File: config.mk
export PLATFORM = sky130hd
export DESIGN_NAME = pc_sequencer
export DESIGN_NICKNAME = d
export VERILOG_FILES = /design/src/rtl/pc_sequencer.sv
export SDC_FILE = /design/constraint.sdc
export NUM_CORES = 1
export LEC_CHECK = 0
export ABC_AREA = 1
export ABC_CLOCK_PERIOD_IN_PS = 5100
export CORE_ASPECT_RATIO = 0.9
export CORE_MARGIN = 8
export CORE_UTILIZATION = 45
export CTS_BUF_LIST = sky130_fd_sc_hd__clkbuf_2 sky130_fd_sc_hd__clkbuf_4 sky130_fd_sc_hd__clkbuf_8
export DETAILED_ROUTE_END_ITERATION = 8
export GPL_ROUTABILITY_DRIVEN = 0
export PLACE_DENSITY_LB_ADDON = 0.12
export RECOVER_POWER = 100
export SYNTH_ARGS = -nofsm -noshare
export SYNTH_HDL_FRONTEND = slang
export SYNTH_SLANG_ARGS = --single-unit
File: constraint.sdc
create_clock -name clk -period 5.1 [get_ports clk]
set_clock_uncertainty 0.05 [all_clocks]
set_input_delay 1.275 -clock clk [delete_from_list [all_inputs] [get_ports clk]]
set_output_delay 1.275 -clock clk [all_outputs]
set_load 0.03 [all_outputs]
File: src/rtl/pc_sequencer.sv
// Program-counter sequencer for the fetch stage.
// Holds the PC and picks the next one from sequential, branch/jump redirect,
// return-address stack (RAS) pop, or exception vector. Captures EPC on
// exceptions and on misaligned redirects, and keeps a circular RAS that
// overwrites its oldest entry when pushed while full.
module pc_sequencer #(
  parameter int              XLEN         = 32,
  parameter logic [XLEN-1:0] RESET_VECTOR = '0,
  parameter logic [XLEN-1:0] EXC_VECTOR   = XLEN'('h180),
  parameter int              RAS_DEPTH    = 4
) (
  input  logic            clk,
  input  logic            rst,
  input  logic            stall,
  input  logic            exc_req,
  input  logic            redirect_valid,
  input  logic [XLEN-1:0] redirect_target,
  input  logic            call,
  input  logic            ret,
  output logic [XLEN-1:0] pc,
  output logic [XLEN-1:0] pc_plus4,
  output logic [XLEN-1:0] epc,
  output logic            ras_empty,
  output logic            ras_full,
  output logic            misalign_err,
  output logic            ras_underflow
);

  localparam int PW    = (RAS_DEPTH > 1) ? $clog2(RAS_DEPTH) : 1;
  localparam int CNT_W = PW + 1;
  localparam logic [CNT_W-1:0] CNT_MAX = CNT_W'(RAS_DEPTH);

  // Where the next PC comes from; decoded from the priority chain below.
  typedef enum logic [2:0] {
    SRC_SEQ,
    SRC_HOLD,
    SRC_EXC,
    SRC_REDIR,
    SRC_RAS
  } src_e;

  src_e                            src;
  logic [RAS_DEPTH-1:0][XLEN-1:0]  ras_mem;
  logic [PW-1:0]                   top_ptr;
  logic [CNT_W-1:0]                ras_cnt;
  logic [XLEN-1:0]                 ras_top;
  logic [XLEN-1:0]                 pc_nxt;
  logic                            ras_push;
  logic                            ras_pop;
  logic                            ras_ovw;
  logic                            take_epc;
  logic                            mis_nxt;
  logic                            und_nxt;
  logic                            ras_we;
  logic [PW-1:0]                   ras_widx;

  assign pc_plus4  = pc + XLEN'(4);
  assign ras_empty = (ras_cnt == '0);
  assign ras_full  = (ras_cnt == CNT_MAX);
  assign ras_top   = ras_mem[top_ptr];

  // Priority decode of the next-PC source and the RAS / pulse side effects.
  always_comb begin
    src      = SRC_SEQ;
    ras_push = 1'b0;
    ras_pop  = 1'b0;
    ras_ovw  = 1'b0;
    take_epc = 1'b0;
    mis_nxt  = 1'b0;
    und_nxt  = 1'b0;
    if (exc_req) begin
      // Exceptions beat stall; call/ret are dropped.
      src      = SRC_EXC;
      take_epc = 1'b1;
    end else if (stall) begin
      src = SRC_HOLD;
    end else if (redirect_valid && (redirect_target[1:0] != 2'b00)) begin
      src      = SRC_EXC;
      take_epc = 1'b1;
      mis_nxt  = 1'b1;
    end else if (redirect_valid) begin
      // Linked jump: push the return address, any ret is ignored.
      src      = SRC_REDIR;
      ras_push = call;
    end else if (ret && !ras_empty) begin
      src = SRC_RAS;
      // ret+call swaps the top in place instead of pop-then-push.
      if (call) ras_ovw = 1'b1;
      else      ras_pop = 1'b1;
    end else if (ret) begin
      und_nxt  = 1'b1;
      ras_push = call;
    end else begin
      ras_push = call;
    end
  end

  // Next-PC mux.
  always_comb begin
    pc_nxt = pc_plus4;
    case (src)
      SRC_HOLD:  pc_nxt = pc;
      SRC_EXC:   pc_nxt = EXC_VECTOR;
      SRC_REDIR: pc_nxt = redirect_target;
      SRC_RAS:   pc_nxt = ras_top;
      default:   pc_nxt = pc_plus4;
    endcase
  end

  // RAS write port: a push lands one slot above the top (the oldest slot
  // when full), an in-place swap rewrites the current top.
  always_comb begin
    ras_we   = rst && (ras_push || ras_ovw);
    ras_widx = ras_ovw ? top_ptr : top_ptr + PW'(1);
  end

  // RAS storage; contents are don't-care until counted valid, so no reset.
  always_ff @(posedge clk) begin
    if (ras_we) ras_mem[ras_widx] <= pc_plus4;
  end

  // PC, EPC, RAS pointer/count and the one-cycle status pulses.
  always_ff @(posedge clk) begin
    if (!rst) begin
      pc            <= RESET_VECTOR;
      epc           <= '0;
      top_ptr       <= '0;
      ras_cnt       <= '0;
      misalign_err  <= 1'b0;
      ras_underflow <= 1'b0;
    end else begin
      pc            <= pc_nxt;
      misalign_err  <= mis_nxt;
      ras_underflow <= und_nxt;
      if (take_epc) epc <= pc;
      if (ras_push) begin
        top_ptr <= top_ptr + PW'(1);
        if (!ras_full) ras_cnt <= ras_cnt + CNT_W'(1);
      end else if (ras_pop) begin
        top_ptr <= top_ptr - PW'(1);
        ras_cnt <= ras_cnt - CNT_W'(1);
      end
    end
  end

endmodule
==> metrics.md <==
| Metric | Value |
|---|---|
| Outcome | `finished with violations` |
| Failing checks | `capacitance limit, slew limit` |
| Synth area leaders | `edfxtp_1 (43%), dfxtp_1 (16%), nand2_1 (11%), nand3_1 (4.8%), o21ai_0 (4.5%)` |
| Post-CTS setup buffers | `0` |
| Crit path DAT | `4.58 ns` |
| Synth cell types | `37` |
| Drt wl/cell | `19.5 µm` |
| DR vias/cell | `5.31` |
| Pwr dens | `299 nW/µm²` |
| Ys async rst share | `0` |
| Number of global-route vias before repair | `7006` |
| Total grt overflow | `0` |
| Die Wd | `165 µm` |
| Remaining DRCs | `0` |
| Top_reg_cell synth | `edfxtp_1` |
| Peak supply drop | `0.188 mV` |
| Port bufs | `138` |
| Rel. slew slack | `-0.908` |
| Root Buffer | `clkbuf_8` |
| Final ANT Viol Nets | `0` |
| CTS H-tree lvls | `4` |
| Synth area leader | `edfxtp_1` |
| Tightest Pin Transition | `2.86 ns` |
| CP Capture Type | `flop` |
| Max-Cap Viols | `1` |
| Count of final setup violators | `0` |
| Post-detail-place hpwl | `18100 µm` |
| Worst R2R Start | `ras_cnt[0]` |
| CTS Hold Bufs | `0` |
| Area grow syn2layout | `20.7%` |
| Num rows | `49` |
| Tmin final | `4.54 ns` |
| Hold Worst Slack | `0.466 ns` |
| Hold_sp | `ras_cnt[0]` |
| Syn Area/Cell | `9.09 µm²` |
| Share of layout cells above drive strength 1 | `0.0581` |
| Drt first-iter violations | `535` |
| Initial antenna violation count | `1` |
| Post_cts resized | `0` |
| FILL cells | `1830` |
| Initial DRT Pass Iterations | `5` |
| Die area | `24600 µm²` |
| Initial Util | `0.453` |
| Share of the synthesized area in the top cell type | `0.430` |
| Crit Path Max Fanout | `32` |
| Simple-gate share of the synthesized area | `0.230` |
| Worst setup margin | `0.558 ns` |
| Hold Path Class | `flop to flop` |
| Hold Path Cell Cnt | `1` |
| YS warnings | `0` |
| Final Hold Fails | `0` |
| EDFF count, synth | `128` |
| Non-filler instance count after layout | `1374` |
| CTS max path bufs | `2` |
| Largest family of logic cells by synthesized area | `simple AND/OR/NAND/NOR gates` |
| Largest net degree at the start of global routing | `71` |
| Synth Instances | `983` |
| Cells after DPL | `1342` |
| Total negative slack | `0 ns` |
| Slew Limit Fails | `67` |
| Critical Path RT | `5.14 ns` |
| Final Cycle Share | `0.891` |
| Mux contribution to synthesized area | `0` |
| Register-to-Register Setup Slack | `1.48 ns` |
| Clk sinks | `199` |
| Crit Path Class | `input pin to flop` |
| Post-Syn Nets | `1024` |
| Synthesis-stage register bit count | `199` |
| Critical path startpoint category | `input pin` |
| Most frequent cells in the layout | `nand2_1 (271), edfxtp_1 (128), dlygate4sd3_1 (101), nor2_1 (97), nand3_1 (86)` |
| Pleak | `0.00415 µW` |
| Die height | `150 µm` |
| Reg2Reg Depth | `11` |
| Post-synthesis compound-gate area fraction | `0.113` |
| I/O pin cnt | `139` |
| Most common cell after layout, fill and taps aside | `nand2_1` |
| First-pass GRT wire length | `41100 µm` |
| Via count | `7297` |
| Adder-Cell Fraction of Synth Area | `0.00364` |
| Seq/Total Area, Yosys | `0.589` |
| Worst R2R End | `ras_mem[18]` |
| Worst-Skew Late Latency | `0.47 ns` |
| Xor and xnor area share after synthesis | `0.0169` |
| CTS tree | `yes` |
| Worst Hold End | `ras_cnt[0]` |
| Post-synth design cell area | `8940 µm²` |
| Highest attainable clock frequency | `220 MHz` |
| Clock slew at reported path FFs | `0.10 ns` |
| Final net count | `1147` |
| Core area | `19700 µm²` |
| Number of buffers created by CTS | `17` |
| Tot GR Track Use | `0.220` |
| RSZ-0062 raised after global routing | `no` |
| Place WS | `1.30 ns` |
| # diodes | `0` |
| WL final | `26800 µm` |
==> area by class of cell <==
cell class / instances / area, µm² / area share
sequential: 199 / 5270 / 0.488
multi-input combinational: 683 / 3160 / 0.293
timing repair buffer: 156 / 1470 / 0.137
tap: 255 / 319 / 0.0296
clock buffer: 20 / 263 / 0.0244
inverter: 49 / 184 / 0.0171
clock inverter: 12 / 116 / 0.0108
==> per-stage QoR <==
stage                     power, µW  cell area [µm²]   util
after global placement         2290            10500  0.534
final                          3230            10800  0.546
after floorplan                2080             8940      -
after CTS                      3270            10900  0.554
after global routing           3340            10800  0.546
after detailed placement       2290            10500  0.534
==> where the power goes <==
| group | internal [µW] | switching, µW | total (µW) | leakage (µW) |
|---|---|---|---|---|
| Sequential | 1750 | 43.7 | 1790 | 0.00174 |
| Clock | 421 | 574 | 995 | 0.000199 |
| Combinational | 148 | 289 | 436 | 0.00221 |
| Total | 2320 | 907 | 3230 | 0.00415 |
==> per-layer routing <==
layer  vias up  part of all wire  track usage
met5         -           0.00034            0
met4         2            0.0098       0.0513
met3        24             0.090       0.0652
met2       257              0.44        0.327
met1      3461              0.46        0.310
li1       3553                 -            -
==> logic make-up (layout without fill, tap and decap cells) <==
family | count (synthesis) | count (layout)
AO/OA/AOI/OAI | 187 | 187
adder cells (fa/ha/maj) | 2 | 2
XOR/XNOR | 13 | 13
AND/OR/NAND/NOR | 481 | 481
flip-flops | 199 | 199
buffers and inverters | 101 | 237
==> worst max-delay path, stage by stage <==
cell and delay (ns):
dlygate4sd3_1 0.61, nor2_1 0.11, nand3_2 0.08, clkbuf_1 1.03, nor2_1 0.19, inv_1 0.14, nand2_1 0.07, nand2_1 0.09
nand2_1 0.10, a21oi_4 0.12, clkbuf_2 0.73
==> worst max-delay path by stage <==
stage            start      endpoint  slack, ns  depth (start not counted)
2_1_floorplan      ret    ras_mem[0]       1.12                          8
3_3_place_gp   exc_req   ras_mem[17]       1.36                         10
3_5_place_dp   exc_req   ras_mem[20]       1.30                         10
4_1_cts          pc[2]  pc_plus4[16]       0.80                          9
5_1_grt        exc_req   ras_mem[14]       0.37                         11
6_report       exc_req   ras_mem[18]       0.56                         11
==> sequential cells by signal, summed over array words and instances, names as in the netlist <==
signal / flops
ras_underflow: 1
ras_cnt: 3
misalign_err: 1
pc: 32
top_ptr: 2
epc: 32
ras_mem: 128
==> synth_stat cells, drive strengths merged (2+ instances only) <==
library cell / number
clkbuf: 25
a31oi: 6
nor2: 106
xnor2: 4
buf: 27
o22ai: 2
nand4: 4
nand2: 276
edfxtp: 128
nand3: 87
dfxtp: 71
a21oi: 77
o21ai: 81
and2: 2
xor2: 9
inv: 48
nor3: 2
o21a: 19
or2: 2
Power figures use the tool's default switching activity.
